==> src/rtl/mem_bus_arbiter_pkg.sv <==
// Shared encodings for the two-port memory bus arbiter.
package mem_bus_arbiter_pkg;

   typedef enum logic [1:0] {
      ST_IDLE   = 2'd0,
      ST_ACCESS = 2'd1,
      ST_WAIT   = 2'd2,
      ST_DONE   = 2'd3
   } state_t;

   localparam logic RW_READ  = 1'b0;
   localparam logic RW_WRITE = 1'b1;

   localparam logic OWN_CPU  = 1'b0;
   localparam logic OWN_LDR  = 1'b1;

endpackage

==> src/rtl/rr_pick2.sv <==
// Two-way winner picker: a lone requester always wins; on a tie the
// port not served last wins, or the CPU when fixed priority is selected.
module rr_pick2
   import mem_bus_arbiter_pkg::*;
(
   input  logic [1:0] i_req,        // [0] = CPU, [1] = loader
   input  logic       i_last,       // port granted most recently
   input  logic       i_prio_mode,  // 1 = CPU wins every tie
   output logic       o_grant       // winning port index
);

   // tie-break only matters when both ports request
   always_comb begin
      o_grant = OWN_CPU;
      if (i_req == 2'b10)
         o_grant = OWN_LDR;
      else if (i_req == 2'b11)
         o_grant = i_prio_mode ? OWN_CPU : ~i_last;
   end

endmodule

==> src/rtl/mem_bus_arbiter.sv <==
// Shares one memory bus between the CPU port (C_) and the loader port (L_).
// Each transfer is IDLE -> ACCESS -> (WAIT x MEM_LAT-1) -> DONE, with a
// single MEM_EN strobe in ACCESS and a one-cycle ACK to the winner in DONE.
module mem_bus_arbiter #(
   parameter int AW       = 8,
   parameter int DW       = 8,
   parameter int MEM_LAT  = 1,
   parameter int CPU_PRIO = 0
) (
   input  logic          CLK,
   input  logic          RESET,
   input  logic          C_REQ,
   input  logic          C_RW,
   input  logic [AW-1:0] C_ADDR,
   input  logic [DW-1:0] C_WDATA,
   output logic [DW-1:0] C_RDATA,
   output logic          C_ACK,
   input  logic          L_REQ,
   input  logic          L_RW,
   input  logic [AW-1:0] L_ADDR,
   input  logic [DW-1:0] L_WDATA,
   output logic [DW-1:0] L_RDATA,
   output logic          L_ACK,
   output logic [AW-1:0] ADDR,
   output logic [DW-1:0] D_OUT,
   output logic          RW,
   output logic          MEM_EN,
   input  logic [DW-1:0] D_IN,
   output logic          OWNER
);
   import mem_bus_arbiter_pkg::*;

   // WAIT counter is wide enough to reach MEM_LAT without wrapping
   localparam int             CW        = $clog2(MEM_LAT) + 1;
   localparam logic [CW-1:0]  WAIT_LAST = CW'(MEM_LAT - 1);

   state_t        r_state;
   state_t        w_state_nxt;
   logic          r_last;
   logic          r_owner;
   logic          r_rw;
   logic [AW-1:0] r_addr;
   logic [DW-1:0] r_wdata;
   logic [DW-1:0] r_c_rdata;
   logic [DW-1:0] r_l_rdata;
   logic [CW-1:0] r_wcnt;

   logic          w_grant;
   logic          w_prio;
   logic          w_latch;
   logic          w_mem_en;
   logic          w_done;
   logic          w_capture;

   assign w_prio = (CPU_PRIO != 0);

   rr_pick2 u_rr_pick2 (
      .i_req       ({L_REQ, C_REQ}),
      .i_last      (r_last),
      .i_prio_mode (w_prio),
      .o_grant     (w_grant)
   );

   // state register
   always_ff @(posedge CLK) begin
      if (RESET) r_state <= ST_IDLE;
      else       r_state <= w_state_nxt;
   end

   // next state plus per-state strobes; read data is captured on the last
   // cycle before DONE, which is ACCESS itself when MEM_LAT is 1
   always_comb begin
      w_state_nxt = r_state;
      w_latch     = 1'b0;
      w_mem_en    = 1'b0;
      w_done      = 1'b0;
      w_capture   = 1'b0;
      case (r_state)
         ST_IDLE: begin
            if (C_REQ || L_REQ) begin
               w_latch     = 1'b1;
               w_state_nxt = ST_ACCESS;
            end
         end
         ST_ACCESS: begin
            w_mem_en = 1'b1;
            if (MEM_LAT > 1) begin
               w_state_nxt = ST_WAIT;
            end else begin
               w_state_nxt = ST_DONE;
               w_capture   = (r_rw == RW_READ);
            end
         end
         ST_WAIT: begin
            if (r_wcnt == WAIT_LAST) begin
               w_state_nxt = ST_DONE;
               w_capture   = (r_rw == RW_READ);
            end
         end
         ST_DONE: begin
            w_done      = 1'b1;
            w_state_nxt = ST_IDLE;
         end
         default: w_state_nxt = ST_IDLE;
      endcase
   end

   // grant latches, wait counter and read-data holding registers
   always_ff @(posedge CLK) begin
      if (RESET) begin
         r_last    <= OWN_LDR;
         r_owner   <= OWN_CPU;
         r_rw      <= RW_READ;
         r_addr    <= '0;
         r_wdata   <= '0;
         r_c_rdata <= '0;
         r_l_rdata <= '0;
         r_wcnt    <= '0;
      end else begin
         if (w_latch) begin
            r_owner <= w_grant;
            r_last  <= w_grant;
            r_rw    <= (w_grant == OWN_LDR) ? L_RW    : C_RW;
            r_addr  <= (w_grant == OWN_LDR) ? L_ADDR  : C_ADDR;
            r_wdata <= (w_grant == OWN_LDR) ? L_WDATA : C_WDATA;
         end
         if (r_state == ST_ACCESS)
            r_wcnt <= CW'(1);
         else if (r_state == ST_WAIT)
            r_wcnt <= r_wcnt + 1'b1;
         if (w_capture && (r_owner == OWN_CPU)) r_c_rdata <= D_IN;
         if (w_capture && (r_owner == OWN_LDR)) r_l_rdata <= D_IN;
      end
   end

   assign ADDR    = r_addr;
   assign D_OUT   = r_wdata;
   assign RW      = (r_rw == RW_WRITE);
   assign MEM_EN  = w_mem_en;
   assign OWNER   = r_owner;
   assign C_ACK   = w_done && (r_owner == OWN_CPU);
   assign L_ACK   = w_done && (r_owner == OWN_LDR);
   assign C_RDATA = r_c_rdata;
   assign L_RDATA = r_l_rdata;

endmodule

==> config.mk <==
export PLATFORM = sky130hd
export DESIGN_NAME = mem_bus_arbiter
export DESIGN_NICKNAME = d
export VERILOG_FILES = /design/src/rtl/mem_bus_arbiter_pkg.sv /design/src/rtl/rr_pick2.sv /design/src/rtl/mem_bus_arbiter.sv
export SDC_FILE = /design/constraint.sdc
export NUM_CORES = 1
export LEC_CHECK = 0
export BUFFER_PORTS_ARGS = -buffer_cell sky130_fd_sc_hd__buf_2
export CAP_MARGIN = 25
export CORE_UTILIZATION = 46
export CTS_CLUSTER_SIZE = 10
export DETAILED_ROUTE_END_ITERATION = 8
export PLACE_DENSITY = 0.79
export SLEW_MARGIN = 5
export SYNTH_ARGS = -nofsm -noshare
export SYNTH_HDL_FRONTEND = slang
export SYNTH_SLANG_ARGS = --single-unit
==> constraint.sdc <==
create_clock -name CLK -period 2 [get_ports CLK]
set_input_delay 0 -clock CLK [delete_from_list [all_inputs] [get_ports CLK]]
set_output_delay 0 -clock CLK [all_outputs]
set_load 0.005 [all_outputs]
# ---- Word level (Yosys, flattened, before mapping)
# Cells that the tools add are included.
dict set report op_classes {
  n_addsub 1
  eq_ne 7
  muxes 16
  bitwise_logic 3
  n_reduce_logical 8
}
# operator n
set op_table {}
lappend op_table {{$mux W8} 2}
lappend op_table {{$mux W1} 10}
lappend op_table {{$eq A2 B2 Y1 const B} 4}
lappend op_table {{$pmux W2 S4} 1}
lappend op_table {{$logic_and A1 B1 Y1} 4}
lappend op_table {{$mux W2} 2}
lappend op_table {{$ne A2 B2 Y1 const B} 2}
lappend op_table {{$not A1 Y1} 3}
lappend op_table {{$eq A2 B1 Y1 const B} 1}
lappend op_table {{$logic_not A2 Y1} 1}
lappend op_table {{$pmux W1 S2} 1}
lappend op_table {{$reduce_and A2 Y1} 1}
lappend op_table {{$reduce_bool A2 Y1} 1}
lappend op_table {{$add A1 B1 Y1 const B} 1}
lappend op_table {{$logic_or A1 B1 Y1} 1}
dict set report word_totals {
  reg_bits 38
  input_bits 46
  out_inout_bits 37
  word_cells 44
}

# ---- Depth between registers and ports, before layout
# Gate-level depths: netlist of the first run.
dict set report logic_depth {
  depth_word 4
  mapped_depth 6
}

# ---- Hierarchy
# Synthesis of the first run repeated with hierarchy kept, for this count alone.
dict set report hier_totals {
  cells_unflattened 177
  area_unflattened_um2 1850.5
}
# mod n_inst cells_each area_each_um2 seq_area_each_um2
set modules_own_cells {}
lappend modules_own_cells {mem_bus_arbiter 1 175 1839.3 760.7}
lappend modules_own_cells {rr_pick2 1 2 11.3 0.0}

# ---- Worst setup path before layout of the first run
# Ideal clock, no wire load.
dict set report synth_path {
  kind {reg2reg}
  from {register r_state[0]}
  to {register r_l_rdata[0] (netlist: L_RDATA[0])}
  t_arrival_ns 1.414
  required_ns 1.925
  setup_slack_ns 0.511
  stages_incl_launch_ff 6
  path_buffers 0
  period_less_slack_ns 1.489
  path_cell_list {dfxtp_1 inv_1 ha_1 nor2b_1 o2111ai_2 mux2i_1}
}
dict set report synth_via {
  elab_chain_cells 3
  word_cells_on_any_way 4
  cone_classes {eq/ne: 2; mux: 1; reduce/logical: 1}
}
# element line
set synth_lines {}
lappend synth_lines {{from (decl)} mem_bus_arbiter.sv:37} ;# state_t r_state;
lappend synth_lines {{from (signal assigned)} mem_bus_arbiter.sv:67} ;# else r_state <= w_state_nxt;
lappend synth_lines {{$eq A2 B2 Y1 / $eq A2 B1 Y1 (equally long branches)} mem_bus_arbiter.sv:78} ;# case (r_state)
lappend synth_lines {{$pmux W1 S2 *} mem_bus_arbiter.sv:78}
lappend synth_lines {{$logic_and A1 B1 Y1 *} mem_bus_arbiter.sv:132} ;# if (w_capture && (r_owner == OWN_LDR)) r_l_rdata <= D_IN;
lappend synth_lines {{to (signal assigned)} mem_bus_arbiter.sv:117} ;# r_l_rdata <= '0;
lappend synth_lines {{to (signal assigned)} mem_bus_arbiter.sv:132}
lappend synth_lines {{to (decl)} mem_bus_arbiter.sv:45} ;# logic [DW-1:0] r_l_rdata;
# Every way passes the cells marked *; elsewhere a longest branch is shown, timed or not.
# A chain may end at the register's enable or synchronous reset.

# ---- Final worst setup path of the first run
dict set report layout_path {
  from {register r_state[0]}
  to {register r_addr[5] (netlist: ADDR[5])}
}
dict set report layout_via {
  elab_chain_cells 2
}
# element line
set layout_lines {}
lappend layout_lines {{$logic_not A2 Y1} mem_bus_arbiter.sv:78}
lappend layout_lines {{$mux W1} mem_bus_arbiter.sv:78}
lappend layout_lines {{to (signal assigned)} mem_bus_arbiter.sv:124} ;# r_addr <= (w_grant == OWN_LDR) ? L_ADDR : C_ADDR;
lappend layout_lines {{to (decl)} mem_bus_arbiter.sv:42} ;# logic [AW-1:0] r_addr;
# No other way between the ends.

==> flow_metrics.tcl, run 1 <==
set metrics [dict create \
    netlist_area_um2 1810 \
    post_drt_via_cell_ratio 5.00 \
    die_w_um 64.7 \
    slowest_delay_ns 0.39 \
    timing.hold.worst_path_depth 3 \
    final_area_um2 2620 \
    number_of_placed_i_o_pins 83 \
    timing.final.hold_violations 0 \
    grt_start_max_net_pins 22 \
    r2r.worst_path.cells 5 \
    cts_htree_levels 2 \
    critical_path.slowest_cell "sky130_fd_sc_hd__dfxtp_1" \
    grt_first_pass_wirelength_um 7620 \
    initial_utilization_pct 48.7 \
    critical_path.cell_chain "inv_1 -> ha_1 -> o21ai_2 -> a21oi_1 -> a211oi_1" \
    synthesis.yosys.warnings 0 \
    rsz_0062_raised_after_global_routing "false" \
    worstPathRequired_ns 2.19 \
    remaining_antenna_violation_count_after_routing 0 \
    via_count_of_the_first_global_routing_pass 1698 \
    worst-path-max-fanout 19 \
    clkSinkCount 38 \
    nFillCells 289 \
    outcome "completed" \
    routedWlPerCell_um 12.9 \
    power.internal_w 0.00194 \
    fmaxAchievable_mhz 619 \
    finalWirelength_um 4490 \
    pwr_dens_nw_per_um2 1090 \
    clock_path_buffers 2 \
    synth_largest_type_area_fraction_pct 42.0 \
    setup.worst_path.class "flop to flop" \
    final_nets 349 \
    cts_post_setup_buffers_inserted 0 \
    synth-seq-area-share_pct 42.0 \
    skew_ns 0.00906 \
    first_iter_violations 188 \
    min_path_type "input pin to flop" \
    seq_power_share_pct 36.9 \
    worst-endpoint-arrival_ns 1.81 \
    netSwitchingPower_w 0.000910 \
    timing.critical_path.max_delay_family "compound AO/OA/AOI/OAI gates" \
    die_area_um2 4190 \
    netlist-cell-type-count 31 \
    antenna-diode-count 0 \
    setup_violations 0 \
    cp_capture_type "flop" \
    p_comb_share_pct 34.8 \
    share_of_cells_above_drive_strength_1_pct 37.1 \
    min_period_over_period_pct 80.8 \
    dp.final_hpwl_um 2860 \
    drt-pass1-iter-count 4 \
    syn_inst 192 \
    number_of_buffers_and_inverters_on_the_critical_path 1 \
    worstSetupStartpointType "flop" \
    grtUsageTotal_pct 23.9 \
    clock_insertion_delay_worst_skew_ns 0.30 \
    final_core_utilization_pct 70.5 \
    post-place-cells 314 \
    synthToLayoutAreaGrowth_pct 44.6 \
    die_outline_height_um 64.7 \
    slew-limit-headroom_pct 45.9 \
    syn_avg_cell_area_um2 9.43 \
    tns_ns 0 \
    biggest_area_consumer_among_synthesized_cells "sky130_fd_sc_hd__dfxtp_1" \
    syn_nets 243 \
    post-route-min-period_ns 1.62 \
    antenna_violations_before_repair 0 \
    cts.clk_slew.worst_paths_ns 0.07 \
    detailroute.via_count 1736 \
    maxSlewViolCount 0 \
    final_routed_drc_violation_total 0 \
    ys_ff_latch 38 \
    tritoncts.num_buffers 5 \
    placedInstanceArea_um2 2230 \
    gp_congestion 0.780 \
    numPortBuffers 82 \
    std_cell_rows 22 \
    global_route.overflow_total 0 \
    switching_share_pct 31.9 \
    finalNonFillerCells 347 \
    leakage_nw 1.29 \
    floorplan.core_area_um2 3720 \
    worst_pin_slew_ns 0.812 \
    max-cap-violations 0 \
    timing.critical_path.depth 5 \
    total_power_w 0.00285 \
    max-vdd-ir-drop_mv 0.578 \
    synth_area_leaders "sky130_fd_sc_hd__dfxtp_1, sky130_fd_sc_hd__mux2i_1, sky130_fd_sc_hd__nand2b_1" \
    cts_tree "yes" \
    clkPwrFrac_pct 28.3 \
    clk_root_buffer_cell "sky130_fd_sc_hd__clkbuf_8" \
]
-- what timing repair did --
| item | CTS | global route |
|---|---|---|
| hold buffers | 25 | 0 |
| endpoints found under the hold margin | 29 | 0 |
| resized for setup | 0 | 0 |
| setup endpoints to repair | 0 | 0 |
-- synth_stat cells --
| master | number |
|---|---|
| sky130_fd_sc_hd__buf_2 | 2 |
| sky130_fd_sc_hd__a21boi_4 | 1 |
| sky130_fd_sc_hd__nor2b_1 | 2 |
| sky130_fd_sc_hd__mux2_2 | 1 |
| sky130_fd_sc_hd__a21oi_1 | 16 |
| sky130_fd_sc_hd__a31oi_1 | 1 |
| sky130_fd_sc_hd__clkbuf_1 | 3 |
| sky130_fd_sc_hd__nand2b_1 | 26 |
| sky130_fd_sc_hd__a21bo_2 | 1 |
| sky130_fd_sc_hd__buf_6 | 2 |
| sky130_fd_sc_hd__or2_2 | 1 |
| sky130_fd_sc_hd__o21ai_2 | 1 |
| sky130_fd_sc_hd__a21oi_2 | 2 |
| sky130_fd_sc_hd__o21a_1 | 1 |
| sky130_fd_sc_hd__ha_1 | 5 |
| sky130_fd_sc_hd__dfxtp_1 | 38 |
| sky130_fd_sc_hd__a22oi_1 | 2 |
| sky130_fd_sc_hd__buf_4 | 3 |
| sky130_fd_sc_hd__buf_1 | 1 |
| sky130_fd_sc_hd__o211a_1 | 1 |
| sky130_fd_sc_hd__mux2i_1 | 17 |
| sky130_fd_sc_hd__nor3_1 | 1 |
| sky130_fd_sc_hd__buf_8 | 1 |
| sky130_fd_sc_hd__inv_1 | 3 |
| sky130_fd_sc_hd__a211oi_1 | 7 |
| sky130_fd_sc_hd__o2111ai_2 | 1 |
| sky130_fd_sc_hd__nand2_1 | 18 |
| sky130_fd_sc_hd__a221oi_1 | 1 |
| sky130_fd_sc_hd__and2_1 | 1 |
| sky130_fd_sc_hd__nor2_1 | 23 |
| sky130_fd_sc_hd__a211oi_2 | 9 |
-- routing by layer --
layer | up-vias | global-route usage, % | wire (um)
li1 | 866 | - | -
met3 | 14 | 5.28 | 199
met5 | - | 0 | 0
met2 | 53 | 41.9 | 2380
met1 | 803 | 26.6 | 1760
met4 | 0 | 12.5 | 141
-- final timing paths --
kind / start / endpoint / slack (ns)
worst min register to register: C_RDATA[5] / C_RDATA[5] / 0.47
worst min-delay path: L_ADDR[1] / ADDR[1] / 0.03
worst max-delay path: r_state[0] / ADDR[5] / 0.38
worst max register to register: r_state[0] / ADDR[5] / 0.38
-- cell usage in the layout (no fill, tap or decap), types with 2 or more instances in the layout --
master / Yosys / layout
sky130_fd_sc_hd__mux2i_1: 17 / 17
sky130_fd_sc_hd__a21oi_1: 16 / 16
sky130_fd_sc_hd__dlygate4sd3_1: 0 / 25
sky130_fd_sc_hd__dfxtp_1: 38 / 38
sky130_fd_sc_hd__a22oi_1: 2 / 2
sky130_fd_sc_hd__clkbuf_8: 0 / 6
sky130_fd_sc_hd__a211oi_2: 9 / 9
sky130_fd_sc_hd__nand2b_1: 26 / 26
sky130_fd_sc_hd__bufinv_16: 0 / 2
sky130_fd_sc_hd__buf_2: 2 / 82
sky130_fd_sc_hd__buf_4: 3 / 4
sky130_fd_sc_hd__a211oi_1: 7 / 7
sky130_fd_sc_hd__a21oi_2: 2 / 2
sky130_fd_sc_hd__inv_1: 3 / 3
sky130_fd_sc_hd__ha_1: 5 / 5
sky130_fd_sc_hd__nor2_1: 23 / 23
sky130_fd_sc_hd__nor2b_1: 2 / 2
sky130_fd_sc_hd__nand2_1: 18 / 18
-- final cells by class --
type	instances	area (um2)	share of cell area (%)
Tap cell	48	60.1	2.29
Sequential cell	38	761	29.0
Timing Repair Buffer	111	691	26.4
Multi-Input combinational cell	139	953	36.4
Clock inverter	2	60.1	2.29
Clock buffer	6	82.6	3.15
Inverter	3	11.3	0.430
-- stage by stage --
step	hold slack, ns	setup slack (ns)
2_1_floorplan	0.141	0.511
3_3_place_gp	0.246	0.480
3_5_place_dp	0.254	0.412
4_1_cts	0.0290	0.374
5_1_grt	0.0388	0.241
6_report	0.0346	0.385
-- worst register-to-register path: stages, from the launching register on --
cell and delay [ns]:
sky130_fd_sc_hd__dfxtp_1 0.39, sky130_fd_sc_hd__inv_1 0.09, sky130_fd_sc_hd__ha_1 0.28, sky130_fd_sc_hd__o21ai_2 0.35
sky130_fd_sc_hd__a21oi_1 0.09, sky130_fd_sc_hd__a211oi_1 0.31
-- power groups by stage --
stage          Combinational (W)  Clock (W)  Sequential, W
3_3_place_gp            0.000928          0        0.00106
6_report                0.000990   0.000807        0.00105
5_1_grt                  0.00112   0.000863        0.00108
3_5_place_dp            0.000946          0        0.00107
2_1_floorplan           0.000654          0        0.00107
4_1_cts                 0.000993   0.000823        0.00105
-- state kept, by name, indices dropped and copies added, names as in the netlist --
| name | count |
|---|---|
| ADDR | 8 |
| C_RDATA | 8 |
| L_RDATA | 8 |
| OWNER | 1 |
| RW | 1 |
| r_last | 1 |
| r_state | 2 |
| D_OUT | 8 |
| r_wcnt | 1 |
-- cell families after synthesis --
| group | after synthesis | share of synthesized area, % |
|---|---|---|
| simple gates | 72 | 19.1 |
| compound gates | 44 | 20.0 |
| flops | 38 | 42.0 |
| mux | 18 | 10.0 |
| buf+inv | 15 | 5.32 |
| fa+ha+maj | 5 | 3.46 |
No activity file was read; power rests on OpenSTA's default activity.
==> inputs of run 2 (changes only) <==
- clock period: 2 -> 1.6 ns (I/O delays scaled with it)
==> flow_metrics.tcl, run 2 (synthesis results as in run 1) <==
set metrics [dict create \
    seq_power_share_pct 39.8 \
    leakage_nw 1.25 \
    cts.clk_slew.worst_paths_ns 0.07 \
    netSwitchingPower_w 0.00113 \
    power.internal_w 0.00217 \
    first_iter_violations 58 \
    slew-limit-headroom_pct 64.7 \
    clock_path_buffers 2 \
    grtUsageTotal_pct 22.2 \
    numPortBuffers 82 \
    worst_pin_slew_ns 0.529 \
    antenna-diode-count 0 \
    drt-pass1-iter-count 4 \
    worstSetupStartpointType "flop" \
    floorplan.core_area_um2 3720 \
    post-route-min-period_ns 1.51 \
    final_core_utilization_pct 68.8 \
    min_period_over_period_pct 94.1 \
    number_of_buffers_and_inverters_on_the_critical_path 1 \
    routedWlPerCell_um 12.8 \
    finalWirelength_um 4420 \
    detailroute.via_count 1703 \
    min_path_type "input pin to flop" \
    slowest_delay_ns 0.38 \
    die_area_um2 4190 \
    cts_tree "yes" \
    reg2reg_slack_ns 0.09 \
    critical_path.cell_chain "inv_1 -> ha_1 -> a22oi_1 -> mux2_2" \
    die_outline_height_um 64.7 \
    skew_ns 0.00217 \
    via_count_of_the_first_global_routing_pass 1681 \
    max-vdd-ir-drop_mv 0.897 \
    final-seq-area_um2 762 \
    area_taken_by_multi_input_logic_gates_um2 961 \
    clk_root_buffer_cell "sky130_fd_sc_hd__clkbuf_8" \
    number_of_placed_i_o_pins 83 \
    worstPathRequired_ns 1.77 \
    nFillCells 320 \
    final_nets 346 \
    dp.final_hpwl_um 2970 \
    die_w_um 64.7 \
    layout.cells.most_common "sky130_fd_sc_hd__buf_2" \
    cts_htree_levels 2 \
    clkPwrFrac_pct 20.2 \
    outcome "completed" \
    rsz_0062_raised_after_global_routing "false" \
    layout_common_cells "sky130_fd_sc_hd__buf_2, sky130_fd_sc_hd__dfxtp_1, sky130_fd_sc_hd__nand2b_1" \
    cts_post_setup_buffers_inserted 0 \
    gp_congestion 0.786 \
    maxSlewViolCount 0 \
    total_power_w 0.00330 \
    p_comb_share_pct 40.0 \
    synthToLayoutAreaGrowth_pct 41.3 \
    setup.worst_path.class "flop to flop" \
    std_cell_rows 22 \
    grt_first_pass_wirelength_um 7160 \
    timing.critical_path.max_delay_family "flip-flops" \
    switching_share_pct 34.3 \
    worst-path-max-fanout 6 \
    final_routed_drc_violation_total 0 \
    antenna_violations_before_repair 0 \
    cp_capture_type "flop" \
    remaining_antenna_violation_count_after_routing 0 \
    clock_insertion_delay_worst_skew_ns 0.28 \
    global_route.overflow_total 0 \
    fmaxAchievable_mhz 664 \
    critical_path.slowest_cell "sky130_fd_sc_hd__dfxtp_1" \
    initial_utilization_pct 48.7 \
    timing.final.hold_violations 0 \
    clkSinkCount 38 \
    setup_violations 0 \
    max-cap-violations 0 \
    post_drt_via_cell_ratio 4.95 \
    tritoncts.num_buffers 5 \
    share_of_cells_above_drive_strength_1_pct 38.5 \
    pwr_dens_nw_per_um2 1290 \
    worst-endpoint-arrival_ns 1.68 \
    grt_start_max_net_pins 38 \
]
[run 2: cell count changes in the layout (fill, tap and decap cells not counted), sizes merged]
| cell | delta |
|---|---|
| buf | +2 |
| clkinv | +1 |
| dlygate4sd3 | -5 |
| bufinv | -2 |
| clkbuf | +1 |
[run 2: worst paths after layout]
| kind | startpoint | to | depth (start not counted) |
|---|---|---|---|
| setup / recovery | r_state[1] | r_state[0] | 4 |
| hold / removal | D_IN[3] | C_RDATA[3] | 3 |
| setup reg to reg | r_state[1] | r_state[0] | 4 |
| hold reg to reg | C_RDATA[0] | C_RDATA[0] | 2 |
[run 2: power by group through the flow]
stage                     Sequential [W]  Clock, W  Combinational (W)
after floorplan                  0.00134         0           0.000817
after global placement           0.00133         0            0.00122
after detailed placement         0.00133         0            0.00125
after CTS                        0.00131  0.000686            0.00130
after global routing             0.00134  0.000720            0.00145
final                            0.00131  0.000665            0.00132
[run 2: cell type report]
type,count,area share (%)
multi-input cells,139,37.6
clock inverters,1,0.196
clock buffers,7,3.38
flip-flops and latches,38,29.8
repair buffers,108,26.3
inverters,3,0.440
well taps,48,2.35
[run 2: tightest hold or removal path, cell delays in order]
cell and delay, ns:
sky130_fd_sc_hd__buf_2 0.09, sky130_fd_sc_hd__nand2b_1 0.08, sky130_fd_sc_hd__mux2i_1 0.07
[run 2: metrics by stage]
| step | TNS (ns) | hold slack [ns] | area [um2] | std cells | setup WS (ns) |
|---|---|---|---|---|---|
| after floorplan | 0 | 0.141 | 1810 | 192 | 0.111 |
| after global placement | 0 | 0.246 | 2250 | 316 | 0.0665 |
| after global routing | 0 | 0.0155 | 2560 | 344 | 0.0321 |
| final | 0 | 0.00512 | 2560 | 344 | 0.0937 |
| after detailed placement | -0.0243 | 0.256 | 2250 | 316 | -0.0159 |
| after CTS | 0 | 0.000384 | 2540 | 344 | 0.0423 |
[run 2: metal layers]
metal | GRT usage (%) | share of wire (%) | wire, um | vias up
met5 | 0 | 0 | 0 | -
met4 | 10.6 | 3.0 | 131 | 0
met3 | 5.11 | 3.8 | 170 | 14
met2 | 41.1 | 52 | 2310 | 50
met1 | 23.2 | 41 | 1810 | 778
li1 | - | - | - | 861
[run 2: what timing repair did]
item / 4_1_cts / 5_1_grt
hold buffers: 20 / 0
setup endpoints to repair: 5 / 15
resized for setup: 1 / 3
hold endpoints to repair: 21 / 0
==> inputs of run 3 (changes only) <==
- SETUP_SLACK_MARGIN: default -> 0.15
==> flow_metrics.tcl, run 3 (synthesis results as in run 1) <==
set metrics [dict create \
    outcome "completed" \
    via_count_of_the_first_global_routing_pass 1644 \
    area_taken_by_multi_input_logic_gates_um2 1030 \
    layout.cells.most_common "sky130_fd_sc_hd__buf_2" \
    floorplan.core_area_um2 3720 \
    die_w_um 64.7 \
    routedWlPerCell_um 13.2 \
    setup.worst_path.class "flop to flop" \
    clkPwrFrac_pct 19.1 \
    min_period_over_period_pct 86.8 \
    final-seq-area_um2 766 \
    switching_share_pct 34.7 \
    slowest_delay_ns 0.37 \
    worst-path-max-fanout 6 \
    drt-pass1-iter-count 4 \
    min_path_type "input pin to flop" \
    post-route-min-period_ns 1.39 \
    worst_pin_slew_ns 0.575 \
    numPortBuffers 82 \
    setup_violations 0 \
    cts_tree "yes" \
    number_of_placed_i_o_pins 83 \
    critical_path.cell_chain "inv_2 -> ha_4 -> buf_6 -> o2111ai_4 -> buf_12 -> mux2i_2" \
    grt_start_max_net_pins 41 \
    remaining_antenna_violation_count_after_routing 0 \
    leakage_nw 1.28 \
    post_drt_via_cell_ratio 4.93 \
    timing.final.hold_violations 0 \
    layout_common_cells "sky130_fd_sc_hd__buf_2, sky130_fd_sc_hd__dfxtp_1, sky130_fd_sc_hd__nand2b_1" \
    die_outline_height_um 64.7 \
    first_iter_violations 82 \
    grtUsageTotal_pct 23.5 \
    fmaxAchievable_mhz 720 \
    tritoncts.num_buffers 5 \
    worstPathRequired_ns 1.77 \
    rsz_0062_raised_after_global_routing "false" \
    seq_power_share_pct 37.6 \
    synthToLayoutAreaGrowth_pct 49.5 \
    post-place-cells 316 \
    std_cell_rows 22 \
    total_power_w 0.00355 \
    skew_ns 0.00828 \
    met3_length_um 154 \
    share_of_cells_above_drive_strength_1_pct 42.7 \
    cp_capture_type "flop" \
    clock_path_buffers 2 \
    clkSinkCount 38 \
    global_route.overflow_total 0 \
    p_comb_share_pct 43.3 \
    tns_ns 0 \
    finalNonFillerCells 350 \
    nFillCells 293 \
    clk_root_buffer_cell "sky130_fd_sc_hd__clkbuf_8" \
    pwr_dens_nw_per_um2 1310 \
    antenna_violations_before_repair 0 \
    max-vdd-ir-drop_mv 0.890 \
    met2_length_um 2530 \
    cts_htree_levels 2 \
    power.internal_w 0.00232 \
    die_area_um2 4190 \
    detailroute.via_count 1726 \
    worst-endpoint-arrival_ns 1.56 \
    route.top_layer_used "met4" \
    maxSlewViolCount 0 \
    final_routed_drc_violation_total 0 \
    slew-limit-headroom_pct 61.7 \
    max-cap-violations 0 \
    initial_utilization_pct 48.7 \
    cts.clk_slew.worst_paths_ns 0.07 \
    dp.final_hpwl_um 2990 \
    grt_first_pass_wirelength_um 7510 \
    final_nets 352 \
    netSwitchingPower_w 0.00123 \
    finalWirelength_um 4640 \
    met1Wirelength_um 1910 \
    gp_congestion 0.777 \
    worstSetupStartpointType "flop" \
    critical_path.slowest_cell "sky130_fd_sc_hd__dfxtp_4" \
    clock_insertion_delay_worst_skew_ns 0.29 \
    antenna-diode-count 0 \
]
[run 3: changes by cell type in the layout (fill, tap and decap cells not counted), sizes merged]
cell | before | now
buf | 88 | 92
dlygate4sd3 | 20 | 22
clkinvlp | 0 | 1
clkbuf | 7 | 6
[run 3: what timing repair did]
action | 4_1_cts | 5_1_grt
gates cloned | 0 | 0
hold buffers | 22 | 0
buffers inserted | 3 | 1
pin swaps | 1 | 1
setup endpoints to repair | 32 | 10
endpoints found under the hold margin | 22 | 0
gates resized for setup | 11 | 8
[run 3: final timing paths]
path,startpoint,endpoint,slack [ns],cells past startpoint
worst max-delay path,r_state[1],L_RDATA[0],0.21,6
worst min register to register,C_RDATA[7],C_RDATA[7],0.47,2
worst max register to register,r_state[1],L_RDATA[0],0.21,6
worst min-delay path,D_IN[7],C_RDATA[7],0.003,3
[run 3: area by class of cell]
class	instances	share of cell area (%)
Multi-Input combinational cell	139	38.0
Timing Repair Buffer	114	27.6
Clock buffer	6	3.05
Clock inverter	2	0.462
Sequential cell	38	28.3
Inverter	3	0.416
Tap cell	48	2.22
[run 3: layer usage]
layer	global-route usage [%]	vias to the layer above
li1	-	871
met1	27.0	806
met2	43.5	44
met3	3.87	5
met4	7.50	0
met5	0	-
[run 3: power groups by stage]
stage	Combinational (W)	Sequential, W	Clock [W]
2_1_floorplan	0.000836	0.00134	0
3_3_place_gp	0.00129	0.00133	0
3_5_place_dp	0.00132	0.00134	0
4_1_cts	0.00147	0.00132	0.000692
5_1_grt	0.00170	0.00136	0.000728
6_report	0.00154	0.00134	0.000677
[run 3: critical path: cells and delay by family (launching register included)]
family          cells  cell delay, ns
fa+ha+maj           1            0.27
mux                 1            0.14
compound gates      1            0.14
buf+inv             3            0.35
flops               1            0.37
[run 3: metrics by stage]
step                setup WS, ns  util, %  area [um2]  hold slack, ns
floorplan                  0.183        -        1820           0.141
global placement          0.0491     61.3        2280           0.246
detailed placement      -0.00365     61.3        2280           0.252
CTS                        0.176     71.8        2670         0.00280
global route               0.157     72.8        2710          0.0271
finish                     0.212     72.8        2710         0.00335
